[config.mk]
export PLATFORM = sky130hd
export DESIGN_NAME = bin2bcd_seq
export DESIGN_NICKNAME = d
export VERILOG_FILES = /design/src/rtl/bin2bcd_seq.sv
export SDC_FILE = /design/constraint.sdc
export NUM_CORES = 1
export LEC_CHECK = 0
export ABC_AREA = 0
export BUFFER_PORTS_ARGS = -buffer_cell sky130_fd_sc_hd__buf_4
export CAP_MARGIN = 20
export CORE_MARGIN = 8
export CORE_UTILIZATION = 35
export DETAILED_ROUTE_END_ITERATION = 6
export MAX_ROUTING_LAYER = met4
export SLEW_MARGIN = 20
export SYNTH_ARGS = -nofsm -noshare
export SYNTH_HDL_FRONTEND = slang
export SYNTH_SLANG_ARGS = --single-unit
[constraint.sdc]
create_clock -name clk -period 1.3 [get_ports clk]
set_input_delay 0.065 -clock clk [delete_from_list [all_inputs] [get_ports clk]]
set_output_delay 0.065 -clock clk [all_outputs]
set_load 0.005 [all_outputs]
[src/rtl/bin2bcd_seq.sv]
// bin2bcd_seq: sequential double-dabble binary-to-BCD converter with valid/ready handshakes.
// One shift-and-add-3 iteration per clock; result held in DONE until the consumer takes it.
module bin2bcd_seq #(
    parameter int BIN_W  = 8,
    parameter int DIGITS = 3
) (
    input  logic                  clk,
    input  logic                  rst,
    input  logic                  in_valid,
    output logic                  in_ready,
    input  logic [BIN_W-1:0]      in_bin,
    output logic                  out_valid,
    input  logic                  out_ready,
    output logic [4*DIGITS-1:0]   out_bcd
);
    localparam int BW = 4 * DIGITS;
    localparam int SW = BW + BIN_W;
    localparam int CW = (BIN_W > 2) ? $clog2(BIN_W) : 1;

    localparam logic [1:0] IDLE  = 2'd0;
    localparam logic [1:0] SHIFT = 2'd1;
    localparam logic [1:0] DONE  = 2'd2;

    logic [1:0]    state_q, state_d;
    logic [SW-1:0] sr_q, sr_d;
    logic [CW-1:0] cnt_q, cnt_d;
    logic [BW-1:0] out_q, out_d;
    logic [BW-1:0] adj;
    logic [SW-1:0] shifted;

    // Add-3 correction on every digit >= 5, then shift the whole register.
    always_comb begin
        adj = sr_q[SW-1:BIN_W];
        for (int i = 0; i < DIGITS; i++)
            adj[4*i +: 4] = (adj[4*i +: 4] >= 4'd5) ? adj[4*i +: 4] + 4'd3 : adj[4*i +: 4];
        shifted = {adj, sr_q[BIN_W-1:0]} << 1;
    end

    always_comb begin
        state_d = state_q;
        sr_d    = sr_q;
        cnt_d   = cnt_q;
        out_d   = out_q;
        case (state_q)
            IDLE: begin
                if (in_valid) begin
                    sr_d    = {{BW{1'b0}}, in_bin};
                    cnt_d   = '0;
                    state_d = SHIFT;
                end
            end
            SHIFT: begin
                sr_d  = shifted;
                cnt_d = cnt_q + CW'(1);
                if (cnt_q == CW'(BIN_W - 1)) begin
                    out_d   = shifted[SW-1:BIN_W];
                    state_d = DONE;
                end
            end
            DONE:    state_d = out_ready ? IDLE : DONE;
            default: state_d = IDLE;
        endcase
    end

    always_ff @(posedge clk or posedge rst) begin
        if (rst) begin
            state_q <= IDLE;
            sr_q    <= '0;
            cnt_q   <= '0;
            out_q   <= '0;
        end else begin
            state_q <= state_d;
            sr_q    <= sr_d;
            cnt_q   <= cnt_d;
            out_q   <= out_d;
        end
    end

    assign in_ready  = (state_q == IDLE);
    assign out_valid = (state_q == DONE);
    assign out_bcd   = out_q;
endmodule

==> qor.yml <==
run_status:
  run_status: "complete, but fails checks"
  violations: "setup timing"
placed_design:
  port_buffers: 25
  place_congestion: 0.792
  place_area_um2: 2350
  detailed_place_hpwl_mm: 2.83
  post-place-ws_ps: -92.5
route:
  dr_wl_met2_mm: 2.03
  viasPerCell: 4.68
  wl_met3_um: 131
  met1_length_mm: 1.83
  ant_nets: 0
  vias: 1450
  route.detailed.drc: 0
  wl_mm: 4.04
  first_pass_iters: 4
  drt_first_iter_violations: 45
  detail_route.wl_per_cell_um: 13.0
  routed.top_layer: "met4"
logic_synthesis:
  syn-cell-area_um2: 1850
  yosysTopAreaCell: "dfrtp_1"
  synth_nets: 204
  syn-instance-count: 184
  synth_common_cells: "dfrtp_1 (37), nand2_1 (32), o21ai_1 (30)"
  synth.most_common_cell: "dfrtp_1"
  synthFlopType: "dfrtp_1"
  ys_seq_elements: 37
  synth_top_area_share_pct: 49.9
  synth_cell_types: 27
  synth_area_leaders: "dfrtp_1 (50%), o21ai_1 (8.1%), nand2_1 (6.5%)"
  syn_area_per_cell_um2: 10.1
  synth_warnings: 0
  async_reset_ff_share_pct: 100
  yosysSeqAreaShare_pct: 49.9
  synth-edff-count: 0
floorplan:
  die_y_um: 88.8
  die_area_um2: 7880
  pin_count: 26
  fp.coreArea_um2: 5110
  die_w_um: 88.8
  start_util_pct: 36.3
  std_cell_rows: 26
power:
  p_leak_uw: 0.00120
  power.density_nw_per_um2: 2420
  ir_worst_vdd_uv: 733
sta:
  fmax_mhz: 704
  finalMaxSlewViolations: 0
  hold_ws_ps: 174
  worstMarginPinSlew_ps: 472
  skew_ps: 2.43
  post-route-period-util_pct: 109
  finalSetupViolCount: 12
  finalHoldViolCount: 0
  post-route-min-period_ps: 1420
  rsz0062_at_grt: "true"
  fin_ws_ps: -121
  maxSlewHeadroom_pct: 68.5
finish:
  final_layout_size_suffix_gt1_share_pct: 44.6
  fin_nets: 259
  syn2layout_area_growth_pct: 41.3
  finalCoreUtilization_pct: 51.3
  design_area_um2: 2620
  insertedDiodeCount: 0
critical_path:
  worstPathArrival_ps: 1640
  rr_endpoint: "sr_q[14]"
  regToRegStartpoint: "sr_q[12]"
  path_max_fanout: 4
  cp-end-kind: "flip-flop"
  crit_type: "flip-flop to flip-flop"
  critPathRequiredTime_ps: 1520
  start_kind: "flip-flop"
  reg2reg_depth: 5
  rrSetupSlack_ps: -120
clock_tree:
  cts_sinks: 37
  cts_made_buffers: 5
  clockBufferDepth: 2
  clk_root_buffer_cell: "clkbuf_8"
  path_clk_slew_ps: 70
  htreeDepth: 2
  cts_tree: "done"
  insertion_delay_ps: 290
min_path:
  holdCritStartpoint: "in_bin[0]"
  worstHoldPathCells: 5
  hold_end: "sr_q[0]"
  hp-class: "primary input to flip-flop"
job:
  max_cap_viol_count: 0
global_route:
  grt_pass1_wl_mm: 7.02
  grt_antenna_before_repair: 0
  grt.total_usage_pct: 11.7
  grt_overflow: 0
  grt_pass1_vias: 1580
  grt_max_degree: 38
## state kept, by name, indices dropped and copies added (netlist names)
name and count:
cnt_q 3, sr_q 20, out_bcd 12, state_q 2
## worst max-delay path by stage
stage,start,end,slack (ps),cells after the start
floorplan,sr_q[12],out_bcd[6],-40,5
global placement,sr_q[8],sr_q[10],-60,5
detailed placement,sr_q[17],out_bcd[10],-90,6
CTS,sr_q[17],sr_q[18],-100,6
global route,sr_q[17],sr_q[18],-160,6
finish,sr_q[12],sr_q[14],-120,5
## critical path: stages (launching register included)
cell and delay (ps):
dfrtp_2 470, ha_4 180, nand2b_4 140, a21oi_4 150, mux2_4 330, o21ai_2 100
## cell families (layout without fill, tap and decap cells)
| family | count (synthesis) | count (layout) | share of synthesized area, % |
|---|---|---|---|
| simple gates | 59 | 59 | 16.1 |
| compound gates | 55 | 55 | 17.7 |
| flops | 37 | 37 | 49.9 |
| buf+inv | 17 | 73 | 5.53 |
| fa+ha+maj | 8 | 8 | 5.40 |
| mux | 5 | 5 | 3.85 |
| xor+xnor | 3 | 3 | 1.42 |
## cell usage in the layout, fill, tap and decap left out, types with 2 or more instances in the layout
cell	netlist	routed
nand2b_1	3	2
inv_2	1	7
a21oi_1	12	10
buf_4	4	47
mux2_4	4	4
nand3_1	2	2
nor2_1	4	4
nand2b_4	0	3
buf_6	3	4
clkbuf_8	0	5
nor3b_2	0	2
clkinv_2	0	2
ha_4	0	5
nand2_1	32	32
a21oi_2	3	2
xnor2_2	0	3
o21ai_2	4	6
ha_2	0	3
o21ai_1	30	27
inv_1	8	2
nor3_1	3	3
dfrtp_1	37	34
dfrtp_2	0	3
a21oi_4	0	3
a22o_1	3	3
nor3b_1	11	9
dlygate4sd3_1	0	2
## routing by layer
metal  vias up  track usage, %
met5         -               -
met4         0            4.61
met3         8            2.51
met2        23            19.7
met1       684            13.1
li1        735               -
## cell type report
cell class	instances	area, um2
fill	486	2490
clock inverter	2	10.0
multi-input combinational	130	1010
sequential	37	930
tap	70	87.6
timing repair buffer	56	478
clock buffer	6	72.6
inverter	9	33.8
## where the power goes
group          internal [uW]  switching [uW]  leakage (uW)
clock network            372             411     0.0000450
logic                   1950            1530      0.000681
registers               1630             443      0.000472
total                   3960            2390       0.00120
## repair_timing
| item | CTS | global route |
|---|---|---|
| pin swaps | 2 | 1 |
| hold endpoints to repair | 38 | 0 |
| hold buffers | 2 | 0 |
| endpoints found under the setup margin | 18 | 20 |
| setup buffers | 1 | 2 |
| resized for setup | 11 | 16 |
| gates cloned | 0 | 1 |
## metrics by stage
step / setup TNS [ps] / power [uW] / cells
3_5_place_dp: -825 / 5180 / 296
5_1_grt: -1730 / 6910 / 310
6_report: -739 / 6340 / 310
2_1_floorplan: -181 / 4070 / 184
3_3_place_gp: -438 / 5090 / 296
4_1_cts: -717 / 6190 / 307
Power figures use the tool's default switching activity.
